## config.mk

```make
export PLATFORM = sky130hd
export DESIGN_NAME = axioma_ptr_ldst
export DESIGN_NICKNAME = d
export VERILOG_FILES = /design/src/rtl/axioma_ptr_ldst.sv
export SDC_FILE = /design/constraint.sdc
export NUM_CORES = 1
export LEC_CHECK = 0
export CORE_AREA = 10 10 114 116
export CTS_CLUSTER_DIAMETER = 200
export CTS_CLUSTER_SIZE = 10
export DETAILED_ROUTE_END_ITERATION = 8
export DIE_AREA = 0 0 124 126
export GPL_TIMING_DRIVEN = 0
export PLACE_DENSITY = 0.82
export SLEW_MARGIN = 10
export SYNTH_ARGS = -nofsm -noshare
export SYNTH_HDL_FRONTEND = slang
export SYNTH_SLANG_ARGS = --single-unit
```

## constraint.sdc

```tcl
create_clock -name clk -period 5.19 [get_ports clk]
set_input_delay 1.038 -clock clk [delete_from_list [all_inputs] [get_ports clk]]
set_output_delay 1.038 -clock clk [all_outputs]
set_load 0.03 [all_outputs]
```

## src/rtl/axioma_ptr_ldst.sv

```systemverilog
// Indirect LD/ST/LDD/STD sequencer over the X/Y/Z pointers: accept, address, memory handshake, writeback.
// Four cycles minimum per command plus one per memory wait cycle; commands are refused while busy.
module axioma_ptr_ldst (
  input  logic        clk,
  input  logic        reset,
  input  logic        cmd_valid,
  output logic        cmd_ready,
  input  logic        cmd_store,
  input  logic [1:0]  cmd_ptr,
  input  logic [1:0]  cmd_mode,
  input  logic [5:0]  cmd_disp,
  input  logic [4:0]  cmd_reg,
  input  logic [15:0] x_pointer,
  input  logic [15:0] y_pointer,
  input  logic [15:0] z_pointer,
  output logic [4:0]  rs_addr,
  input  logic [7:0]  rs_data,
  output logic [4:0]  rd_addr,
  output logic [7:0]  rd_data,
  output logic        rd_write_en,
  output logic [15:0] ptr_out,
  output logic        x_write_en,
  output logic        y_write_en,
  output logic        z_write_en,
  output logic        mem_req,
  output logic        mem_we,
  output logic [15:0] mem_addr,
  output logic [7:0]  mem_wdata,
  input  logic        mem_ack,
  input  logic [7:0]  mem_rdata,
  output logic        busy,
  output logic        done,
  output logic        err
);

  typedef enum logic [2:0] {IDLE, ADDR, MEM, WB, ERR} state_t;

  state_t      state;
  logic        store_q;
  logic [1:0]  ptr_q;
  logic [1:0]  mode_q;
  logic [5:0]  disp_q;
  logic [4:0]  reg_q;
  logic [15:0] ptr_snap;

  logic [15:0] sel_ptr;
  logic        illegal;
  logic [15:0] ea;
  logic [15:0] ptr_next;
  logic        ptr_update;

  always_comb begin
    sel_ptr = z_pointer;
    case (cmd_ptr)
      2'd0:    sel_ptr = x_pointer;
      2'd1:    sel_ptr = y_pointer;
      default: sel_ptr = z_pointer;
    endcase
    // A load that also bumps its own pointer would write the same register twice.
    illegal = (cmd_ptr == 2'd3) ||
              (cmd_mode == 2'd3 && cmd_ptr == 2'd0) ||
              (!cmd_store && (cmd_mode == 2'd1 || cmd_mode == 2'd2) &&
               cmd_reg[4:1] == (4'd13 + {2'b00, cmd_ptr}));
    ea = ptr_snap;
    case (mode_q)
      2'd2:    ea = ptr_snap - 16'd1;
      2'd3:    ea = ptr_snap + {10'd0, disp_q};
      default: ea = ptr_snap;
    endcase
    ptr_next   = (mode_q == 2'd1) ? ptr_snap + 16'd1 : ptr_snap - 16'd1;
    ptr_update = (mode_q == 2'd1) || (mode_q == 2'd2);
  end

  always_ff @(posedge clk) begin
    if (reset) begin
      state       <= IDLE;
      store_q     <= 1'b0;
      ptr_q       <= 2'd0;
      mode_q      <= 2'd0;
      disp_q      <= 6'd0;
      reg_q       <= 5'd0;
      ptr_snap    <= 16'd0;
      cmd_ready   <= 1'b0;
      rs_addr     <= 5'd0;
      rd_addr     <= 5'd0;
      rd_data     <= 8'd0;
      rd_write_en <= 1'b0;
      ptr_out     <= 16'd0;
      x_write_en  <= 1'b0;
      y_write_en  <= 1'b0;
      z_write_en  <= 1'b0;
      mem_req     <= 1'b0;
      mem_we      <= 1'b0;
      mem_addr    <= 16'd0;
      mem_wdata   <= 8'd0;
      busy        <= 1'b0;
      done        <= 1'b0;
      err         <= 1'b0;
    end else begin
      rd_write_en <= 1'b0;
      x_write_en  <= 1'b0;
      y_write_en  <= 1'b0;
      z_write_en  <= 1'b0;
      done        <= 1'b0;
      err         <= 1'b0;
      case (state)
        IDLE: begin
          cmd_ready <= 1'b1;
          busy      <= 1'b0;
          if (cmd_valid && cmd_ready) begin
            store_q   <= cmd_store;
            ptr_q     <= cmd_ptr;
            mode_q    <= cmd_mode;
            disp_q    <= cmd_disp;
            reg_q     <= cmd_reg;
            ptr_snap  <= sel_ptr;
            cmd_ready <= 1'b0;
            busy      <= 1'b1;
            if (illegal) begin
              state <= ERR;
              err   <= 1'b1;
            end else begin
              state   <= ADDR;
              rs_addr <= cmd_reg;
            end
          end
        end
        ADDR: begin
          mem_addr  <= ea;
          mem_wdata <= rs_data;
          mem_we    <= store_q;
          mem_req   <= 1'b1;
          state     <= MEM;
        end
        MEM: begin
          if (mem_req && mem_ack) begin
            mem_req     <= 1'b0;
            mem_we      <= 1'b0;
            rd_data     <= mem_rdata;
            rd_addr     <= reg_q;
            rd_write_en <= !store_q;
            ptr_out     <= ptr_next;
            x_write_en  <= ptr_update && (ptr_q == 2'd0);
            y_write_en  <= ptr_update && (ptr_q == 2'd1);
            z_write_en  <= ptr_update && (ptr_q == 2'd2);
            done        <= 1'b1;
            state       <= WB;
          end
        end
        WB, ERR: begin
          state     <= IDLE;
          cmd_ready <= 1'b1;
          busy      <= 1'b0;
        end
        default: state <= IDLE;
      endcase
    end
  end

endmodule

```

==> metrics <==
worst vdd ir 0.000132 V; clk_skew 0.00932 ns; post-route worst setup slack 2.20 ns; vias per cell 5.74; CTS tree done; DR WL/cell 19.3 µm; CP required 5.51 ns; Core Box Area between 0.01 and 0.015 mm²; Least-Margin Pin Slew roughly 1.0 ns; f_max roughly 330 MHz; Gate Count Post-Synth about 660; P_sw ~600 µW; adder-cell share of the synthesized area slightly below 4%; Slew Limit Headroom a little under a third; Hold Path Class flip-flop to flip-flop; crit start category primary input; initial antenna violation count 0; Post-Syn Nets ~760; status complete, no violations; post-layout util 66.4%; Setup Buffers After CTS 0; row cnt 38; setup TNS 0 ns; # resized after CTS 0; Clock Sinks 103; Comb pwr share 24.9%; Max clock buf depth 2; final setup fails 0; Max FO, Critical Path 10; syn_area_per_cell 7.89 µm²; top_reg_cell synth dfxtp_1; I/O pin total 152; routability cong. between 0.9 and 1; Starting Density 48.9%; Sequential Area 0.00206 mm²; total leakage power 2.46 nW; mux contribution to synthesized area 1.94%; Die Y 126 µm; switch share 32.9%; RSZ-0062 raised after global routing no; router iterations before antenna repair 5; sequential share of the synthesized area 39.4%; Skew-Pair Late Insertion Delay 0.39 ns; register share of total power between 40% and 50%; FF+latch count, synth 103; area of the multi-input gates 0.00290 mm²; kind of critical path primary input to flip-flop; Final period util 57.7%; fin crit period 2.99 ns; dpl cells 954; fin cells 970; global route overflow 0; all-layer global routing usage 23.1%; hold_ws 0.458 ns; DRT antenna net count 0; port bufs 151; asr flop ratio synth 0%; max-cap check violation count 0; Yosys warnings 0; vias in the first global route ~5,400; H-Tree Depth 3; fillers 927; largest family of logic cells by synthesized area simple AND/OR/NAND/NOR gates; Post-DP HPWL 14.8 mm; first-pass GRT wire length 29.1 mm; Post-Synth Simple-Gate Area 24.4%; Slew Viols, Final 0; number of inserted diodes 0; share of layout cells above drive strength 1 4.10%; clock slew at reported path FFs 0.11 ns; Num CTS Buffers 9; final hold vios 0; clk root buf clkbuf_8; post-cts hold buffer count 0; DRC viols 0; PD cells 253 mW/mm²; via count 5,571; Clock power frac 28.0%; die area 0.0156 mm²; EDFF count, synth 0; Die X approximately 120 µm; post-synth cell types 62; Pint 1.21 mW; largest net degree at the start of global routing 19; nets roughly 930; Mapped Area between 0.005 and 0.006 mm²; Worst Path Arrival between 3 and 4 ns; Compound-Gate Fraction of Synth Area between 20% and 30%; xor and xnor area share after synthesis around 3.5%; worst slack, placed 1.81 ns; WL final 18.8 mm; Area growth syn-to-layout 35.8%; 1st-iter DRT viols 458; CP Capture Type flip-flop
[state kept, by name, indices dropped and copies added (netlist names), 6 cells and up]
| signal | cells |
|---|---|
| ptr_out | 16 |
| mem_wdata | 8 |
| mem_addr | 16 |
| ptr_snap | 16 |
| disp_q | 6 |
| rd_data | 8 |
[worst max-delay path, stage by stage]
cell             delay, ns
clkdlybuf4s50_1       0.48
nand2_1               0.08
nor4_1                0.64
buf_2                 0.34
buf_1                 0.41
nand2_1               0.15
a21oi_1               0.17
[Yosys cell counts, types with 7 or more instances]
| cell type | number | area (µm²) |
|---|---|---|
| clkbuf_1 | 46 | 173 |
| ha_1 | 15 | 188 |
| mux2i_1 | 9 | 90.1 |
| inv_1 | 12 | 45.0 |
| a211oi_1 | 11 | 82.6 |
| a22oi_1 | 16 | 120 |
| nand2_1 | 129 | 484 |
| dfxtp_1 | 103 | 2060 |
| o21ai_0 | 17 | 85.1 |
| nand4_1 | 7 | 43.8 |
| a311oi_1 | 19 | 166 |
| nand3b_1 | 9 | 67.6 |
| nor2_1 | 60 | 225 |
| xnor2_1 | 11 | 96.3 |
| xor2_1 | 10 | 87.6 |
| a21oi_1 | 66 | 330 |
| nor3_1 | 21 | 105 |
[cell families (layout without fill, tap and decap cells)]
family / after synthesis / in the layout
AND/OR/NAND/NOR: 272 / 272
AO/OA/AOI/OAI: 171 / 171
flip-flops: 103 / 103
buffers and inverters: 70 / 237
XOR/XNOR: 21 / 21
adder cells (fa/ha/maj): 16 / 16
multiplexers: 10 / 10
[final cells by class]
class                           count  share of cell area, %
Timing Repair Buffer              151                   21.3
Clock buffer                       10                   1.94
Sequential cell                   103                   29.0
Buffer                             57                   3.17
Multi-Input combinational cell    490                   40.7
Clock inverter                      6                  0.722
Tap cell                          140                   2.46
Inverter                           13                  0.686
[layer usage]
| layer | global-route usage [%] | part of all wire, % |
|---|---|---|
| met1 | 30.6 | 43 |
| met2 | 37.5 | 47 |
| met3 | 4.02 | 8.8 |
| met4 | 6.78 | 1.5 |
| met5 | 0 | 0 |
[power groups by stage]
stage	Clock (mW)	Combinational, mW	Sequential (mW)
after floorplan	0	0.244	0.882
after global placement	0	0.435	0.865
after detailed placement	0	0.441	0.866
after CTS	0.505	0.442	0.848
after global routing	0.534	0.485	0.853
final	0.505	0.448	0.849
[path summary, 6_finish.rpt]
| path | from | to | slack [ns] | depth (start not counted) |
|---|---|---|---|---|
| worst max-delay path | cmd_valid | store_q | 2.20 | 7 |
| worst min-delay path | ptr_out[7] | ptr_out[7] | 0.46 | 2 |
| worst max register to register | disp_q[0] | mem_addr[6] | 2.64 | 8 |
| worst min register to register | ptr_out[7] | ptr_out[7] | 0.46 | 2 |
[layout by cell type (no fill, tap or decap), types with 3 or more instances in the layout]
cell and count:
clkbuf_1 46, a31oi_1 5, a311oi_1 19, dfxtp_1 103, nor4b_1 4, buf_1 4, nor3_1 21, a211o_1 3
nand2_1 129, buf_2 6, nand3b_1 9, nor2b_1 3, xor2_1 10, a211oi_1 11, clkdlybuf4s50_1 151, xnor2_1 11
or3_1 3, a21o_1 4, o21a_1 4, nand4_1 7, or4_1 4, mux2i_1 9, a221oi_1 4, ha_1 15
nand2b_1 4, a22oi_1 16, o21ai_0 17, nand3_1 5, clkbuf_8 10, nor2_1 60, inv_6 3, and4_1 3
nor4_1 5, inv_1 12, nor3b_1 4, o22ai_1 4, o32ai_1 3, a21oi_1 66
[stage by stage]
| step | cell area [µm²] | power [mW] |
|---|---|---|
| 2_1_floorplan | 5230 | 1.13 |
| 3_3_place_gp | 6920 | 1.30 |
| 3_5_place_dp | 6920 | 1.31 |
| 4_1_cts | 7110 | 1.80 |
| 5_1_grt | 7110 | 1.87 |
| 6_report | 7110 | 1.80 |
No activity file was read; power rests on OpenSTA's default activity.
